`config.mk`:
```
export PLATFORM = sky130hd
export DESIGN_NAME = mul_iter
export DESIGN_NICKNAME = d
export VERILOG_FILES = /design/src/rtl/mul_pkg.sv /design/src/rtl/mul_iter.sv
export SDC_FILE = /design/constraint.sdc
export NUM_CORES = 1
export LEC_CHECK = 0
export ABC_AREA = 0
export CAP_MARGIN = 25
export CORE_ASPECT_RATIO = 1.75
export CORE_UTILIZATION = 45
export CTS_CLUSTER_SIZE = 20
export DETAILED_ROUTE_END_ITERATION = 10
export GPL_ROUTABILITY_DRIVEN = 1
export PLACE_DENSITY_LB_ADDON = 0.08
export REMOVE_ABC_BUFFERS = 1
export SLEW_MARGIN = 15
export SYNTH_ARGS = -nofsm -noshare
export SYNTH_HDL_FRONTEND = slang
export SYNTH_SLANG_ARGS = --single-unit
```
`constraint.sdc`:
```
create_clock -name clk -period 10.15 [get_ports clk]
set_input_delay 1.5225 -clock clk [delete_from_list [all_inputs] [get_ports clk]]
set_output_delay 1.5225 -clock clk [all_outputs]
set_load 0.01 [all_outputs]
```
`src/rtl/mul_pkg.sv`:
```
// Shared types, widths and helpers for the iterative shift-add multiplier.
package mul_pkg;

  localparam int MUL_SIZE = 16;
  localparam int PRD_W    = MUL_SIZE * 5 / 2;
  localparam int ACC_W    = 2 * MUL_SIZE;
  localparam int CNT_W    = $clog2(MUL_SIZE + 1);
  localparam int MAG_W    = 32;

  typedef enum logic [1:0] {
    S_IDLE   = 2'd0,
    S_CALC   = 2'd1,
    S_FINISH = 2'd2
  } mul_state_t;

  // Two's-complement magnitude when neg is set; the most negative value
  // comes back as its unsigned bit pattern once the caller truncates.
  function automatic logic [MAG_W-1:0] cond_mag(input logic [MAG_W-1:0] v,
                                                input logic neg);
    return neg ? (~v + MAG_W'(1)) : v;
  endfunction

endpackage

```
`src/rtl/mul_iter.sv`:
```
// Radix-2 shift-add multiplier: sign/magnitude operands, one multiplier bit
// per cycle, fractional shift and sign restore on the way out.
//
// state    | meaning
// S_IDLE   | waiting for start; out holds last product
// S_CALC   | SIZE add/shift iterations, LSB of multiplier first
// S_FINISH | format product, pulse done, return to idle
module mul_iter
  import mul_pkg::*;
#(
  parameter int SIZE = MUL_SIZE
) (
  input  logic                  clk,
  input  logic                  rst_n,
  input  logic                  start,
  input  logic [SIZE-1:0]       x_in,
  input  logic [SIZE-1:0]       y_in,
  input  logic                  ps_mul_xSgn,
  input  logic                  ps_mul_ySgn,
  input  logic                  ps_mul_IbF,
  output logic                  busy,
  output logic                  done,
  output logic [SIZE*5/2-1:0]   out
);

  localparam int PW = SIZE * 5 / 2;
  localparam int AW = 2 * SIZE;
  localparam int CW = $clog2(SIZE + 1);

  mul_state_t      state, state_nxt;

  logic [AW-1:0]   acc;
  logic [AW-1:0]   mcand;
  logic [SIZE-1:0] mplier;
  logic [CW-1:0]   count;
  logic            neg;
  logic            ibf;

  logic            x_neg, y_neg;
  logic [MAG_W-1:0] x_mag_w, y_mag_w;
  logic            unused_mag_hi;
  logic            last_iter;
  logic [PW-1:0]   prod_abs, prod_shf, prod;

  assign busy      = (state != S_IDLE);
  assign last_iter = (count == CW'(SIZE - 1));

  always_comb begin
    state_nxt = state;
    case (state)
      S_IDLE:   if (start) state_nxt = S_CALC;
      S_CALC:   if (last_iter) state_nxt = S_FINISH;
      S_FINISH: state_nxt = S_IDLE;
      default:  state_nxt = S_IDLE;
    endcase
  end

  always_comb begin
    x_neg    = ps_mul_xSgn & x_in[SIZE-1];
    y_neg    = ps_mul_ySgn & y_in[SIZE-1];
    x_mag_w  = cond_mag(MAG_W'(x_in), x_neg);
    y_mag_w  = cond_mag(MAG_W'(y_in), y_neg);
    unused_mag_hi = ^{x_mag_w[MAG_W-1:SIZE], y_mag_w[MAG_W-1:SIZE]};
    // Guard bits absorb the fractional shift of -1.0 * -1.0 without saturating.
    prod_abs = PW'(acc);
    prod_shf = ibf ? (prod_abs << 1) : prod_abs;
    prod     = neg ? (-prod_shf) : prod_shf;
  end

  always_ff @(posedge clk) begin
    if (!rst_n) begin
      state  <= S_IDLE;
      acc    <= '0;
      mcand  <= '0;
      mplier <= '0;
      count  <= '0;
      neg    <= 1'b0;
      ibf    <= 1'b0;
      done   <= 1'b0;
      out    <= '0;
    end else begin
      state <= state_nxt;
      done  <= 1'b0;
      case (state)
        S_IDLE: begin
          if (start) begin
            mcand  <= AW'(x_mag_w[SIZE-1:0]);
            mplier <= y_mag_w[SIZE-1:0];
            acc    <= '0;
            count  <= '0;
            neg    <= x_neg ^ y_neg;
            ibf    <= ps_mul_IbF;
          end
        end
        S_CALC: begin
          // mcand is pre-shifted each cycle, so it always equals x_mag << count.
          if (mplier[0]) acc <= acc + mcand;
          mcand  <= mcand << 1;
          mplier <= mplier >> 1;
          count  <= count + CW'(1);
        end
        S_FINISH: begin
          out  <= prod;
          done <= 1'b1;
        end
        default: ;
      endcase
    end
  end

endmodule

```
### Word-level counts from Yosys, hierarchy flattened

Index checks and enable logic that the tools add are counted.

| word-level totals | value |
|---|---|
| bits in registers | 130 |
| latch bits | 0 |
| RAM bits | 0 |
| bits in read-only memories | 0 |
| input port bits | 38 |
| output and inout bits | 42 |
| logic and storage cells | 49 |
| memories | 0 |

| operators by class | value |
|---|---|
| $add $sub $neg | 5 |
| multiply operators | 0 |
| div/mod/pow operators | 0 |
| magnitude comparators | 0 |
| eq/ne operators | 6 |
| shifts and indexed selects | 0 |
| muxes and demuxes | 17 |
| bitwise operators | 5 |
| reductions and logical operators | 7 |

Operator list:

| operator | number |
|---|---|
| 32-bit case mux with 2 select lines | 2 |
| 32-bit 2-to-1 mux | 3 |
| 16-bit 2-to-1 mux | 3 |
| 40-bit 2-to-1 mux | 1 |
| 33-bit negation with 40-bit output | 1 |
| 33-bit 2-to-1 mux | 1 |
| 16-bit by 1-bit adder with 16-bit output, second input constant | 2 |
| 32-bit adder | 1 |
| 16-bit NOT | 2 |
| 16-bit case mux with 2 select lines | 1 |
| 5-bit case mux with 2 select lines | 1 |
| 2-bit inequality test, second input constant | 3 |
| 2-bit AND reduction | 3 |
| 5-bit by 1-bit adder with 5-bit output, second input constant | 1 |
| 5-bit by 4-bit == test with 1-bit output, second input constant | 1 |
| 5-bit 2-to-1 mux | 1 |
| 2-bit 2-to-1 mux | 2 |
| 2-bit case mux with 2 select lines | 1 |
| 2-bit nonzero test | 2 |
| 3-bit AND reduction | 1 |
| 1-bit bitwise AND | 2 |
| 2-bit by 1-bit == test with 1-bit output, second input constant | 1 |
| 2-bit == test, second input constant | 1 |
| 2-bit zero test | 1 |
| other kinds (2) | 2 |

### Longest topological paths before layout

| depth | value |
|---|---|
| depth after elaboration | 5 |
| gate-level depth with buffers | 16 |
| gate-level depth less buffers | 12 |

### Least setup slack after synthesis

OpenSTA, ideal clock, no wires.

| timing path | value |
|---|---|
| kind | reg-to-reg |
| from | register ibf |
| to | register out[22] |
| library setup time | 0.115 ns |
| arrival | 4.494 ns |
| data required time | 10.035 ns |
| setup slack | 5.541 ns |
| cell stages (with the launch flop) | 17 |
| path buffers | 5 |
| clock period less this slack | 4.609 ns |
| cell sequence | dfxtp_1 > clkbuf_1 > buf_1 > buf_1 > clkbuf_1 > buf_1 > mux2i_1 > ha_1 > or3b_2 > nor4bb_1 > nand3_1 > nor4_1 > nand2_1 > o41ai_1 > xnor2_1 > o21ai_0 > and2_1 |

| between the ends | value |
|---|---|
| word-level cells in the longest chain between the ends | 3 |

Ends and longest elaborated chain:

| element | line | text |
|---|---|---|
| start: declaration | mul_iter.sv:37 | `logic ibf;` |
| start signal: assignment | mul_iter.sv:92 | `ibf <= ps_mul_IbF;` |
| 33-bit 2-to-1 mux (*) | mul_iter.sv:66 | `prod_shf = ibf ? (prod_abs << 1) : prod_abs;` |
| 33-bit negation with 40-bit output | mul_iter.sv:67 | `prod = neg ? (-prod_shf) : prod_shf;` |
| 40-bit 2-to-1 mux (*) | mul_iter.sv:67 |  |
| end signal: assignment | mul_iter.sv:103 | `out <= prod;` |
| end: declaration | mul_iter.sv:23 | `output logic [SIZE*5/2-1:0] out` |

Mark *: on every way between the ends. The rest lies on a longest branch, timed or not.
A chain may end at the register's enable or synchronous reset.

### Worst setup path in the final report

| timing path | value |
|---|---|
| from | register ibf |
| to | register out[30] |

Same word-level chain as after synthesis.

==> metrics.txt <==
run status finished, final reports clean; Seq/Total Area, Yosys 30.9%; GRT overflow 0; final HPWL from detailed placement 14.7 mm; # resized after CTS 0; FF+latch count, synth 130; first-pass GRT wire length around 34 mm; Final Slew Violations 0; leading area contributor after synthesis dfxtp_1; final hold violation count 0; die area between 15000 and 20000 um2; post-route clock period utilization 43.5%; IO Count 80; vias per std cell about 5.5; H-tree levels 4; Post-synth EDFFs 0; Pwr Total approximately 1300 uW; mapped cell area between 8000 and 9000 um2; DR vias 7569; CTS tree built; CP Data Required Time between 10 and 15 ns; simple-gate share of the synthesized area a little under a quarter; count leader, synth nand2_1; max-cap violation count 0; Post-Route WL 20.0 mm; final net count roughly 1200; HP Class reg2reg; Startpoint Class flop; post-layout util between 50% and 60%; crit-path max FO 73; RSZ-0062 raised after global routing no; top-area cell type share of the netlist area 30.9%; DRC 0; initial antenna violation count 0; post-CTS setup buffers 0; Async SR Flop Fraction 0%; Slew headroom about a third; PortBufs around 80; gpl congestion around 0.89; Fin Setup TNS 0 ns; area of the core 18100 um2; WP data arrival 4.72 ns; mux contribution to synthesized area 1.90%; WL per Instance approximately 15 um; PnR worst setup slack about 5.7 ns; minimum clock period around 4.4 ns; maximum clock insertion buffer count 2; initial detailed-routing violation count roughly 360; predominant post-synthesis flop cell dfxtp_1; total global-route track usage between 20% and 30%; clock latency on the worst-skew pair between 0.4 and 0.5 ns; max frequency roughly 0.23 GHz; hold_buf cts 0; Worst-Margin Slew approximately 0.98 ns; floorplan row count between 60 and 70; clk root buf clkbuf_16; Synth top cells by count 150 x nand2_1, 130 x dfxtp_1, 98 x o21ai_0, 61 x nor2_1, 58 x clkbuf_1; cell count after synthesis between 1000 and 1500; Clock Skew between 0.01 and 0.015 ns; Placement Setup Slack between 5 and 6 ns; Setup CP Type reg2reg; Syn Area/Cell a little under 8 um2; number of global-route vias before repair 7289; CTS Sinks 130; Area Overhead vs Synth 17.6%; Die Ht 183 um; Compound-Gate Fraction of Synth Area around a quarter; largest family of logic cells by synthesized area compound AO/OA/AOI/OAI gates; largest cells by area after synthesis dfxtp_1 31%, nand2_1 6.7%, o21ai_0 5.8%; effective utilization at floorplan a little under half; drt first pass iters 6; pwr dens 128 nW/um2; Post-Synth Adder-Cell Area roughly 5.6%; Cell variety after synth 64; XOR/XNOR share of the synthesized area 7.81%; crit end category flop; ANT nets after route 0; CTS Buf Count 17; YS warnings 0; # diodes 0; clk slew on worst S/H paths around 0.06 ns; total leakage power around 0.0038 uW; largest net degree at the start of global routing 74; layout cells sized above 1 between 4 and 5%; Final setup viols 0; die width roughly 110 um; VDD IR max 0.0871 mV
sequential cells by signal, indices dropped and copies added, names as in the netlist:
name and count:
out 40, acc 32, mcand 32, mplier 16, count 5, state 2, done 1, ibf 1
neg 1
cell type report:
class,count,area (um2)
Clock inverter,12,108
Clock buffer,20,457
Fill cell,1747,8240
Sequential cell,130,2600
Multi-Input combinational cell,873,5500
Inverter,17,63.8
Tap cell,234,293
Timing Repair Buffer,88,873
critical path, cell delays in order (launching register included):
cell and delay, ns:
dfxtp_2 0.32, buf_4 0.60, mux2i_1 0.31, ha_1 0.21, or3b_2 0.48, nor4bb_1 0.79, nand4_1 0.21, nor3_1 0.53
nand3_1 0.22, o21ai_0 0.25, xnor2_1 0.13, o21ai_0 0.08, and2_1 0.17
power breakdown:
| group | leakage, uW | internal (uW) | switching [uW] |
|---|---|---|---|
| combinational | 0.00251 | 59.7 | 86.4 |
| sequential | 0.00105 | 523 | 9.57 |
| clock | 0.000273 | 350 | 235 |
| total | 0.00384 | 933 | 331 |
cells in the final DEF (no fill, tap or decap), drive strengths merged, types with 39 or more instances in the layout:
cell / n
dfxtp: 130
nand3: 42
nand2: 150
xnor2: 48
a22oi: 39
a21oi: 57
o21ai: 101
a21boi: 45
nor2: 61
clkdlybuf4s50: 78
and2: 40
cells by family after synthesis:
kind of cell | count (synthesis)
XOR/XNOR | 75
multiplexers | 16
AO/OA/AOI/OAI | 343
AND/OR/NAND/NOR | 402
adder cells (fa/ha/maj) | 37
buffers and inverters | 84
flip-flops | 130
metrics by stage:
step,hold slack (ns),cell area (um2),cells
floorplan,0.441,8150,1020
global placement,0.449,9300,1341
detailed placement,0.457,9300,1341
CTS,0.465,9870,1373
global route,0.484,9890,1374
finish,0.459,9890,1374
worst paths after layout:
check	startpoint	end	slack, ns	cells past startpoint
setup / recovery	ibf$_SDFFE_PN0P_	out[30]$_SDFFE_PN0P_	5.74	12
hold / removal	out[33]$_SDFFE_PN0P_	out[33]$_SDFFE_PN0P_	0.46	2
setup reg to reg	ibf$_SDFFE_PN0P_	out[30]$_SDFFE_PN0P_	5.74	12
hold reg to reg	out[33]$_SDFFE_PN0P_	out[33]$_SDFFE_PN0P_	0.46	2
metal layers:
layer	wire (um)	track usage (%)
met1	8530	24.5
met2	10600	41.5
met3	434	2.59
met4	393	8.96
met5	0	0
No activity file was read; power rests on OpenSTA's default activity.
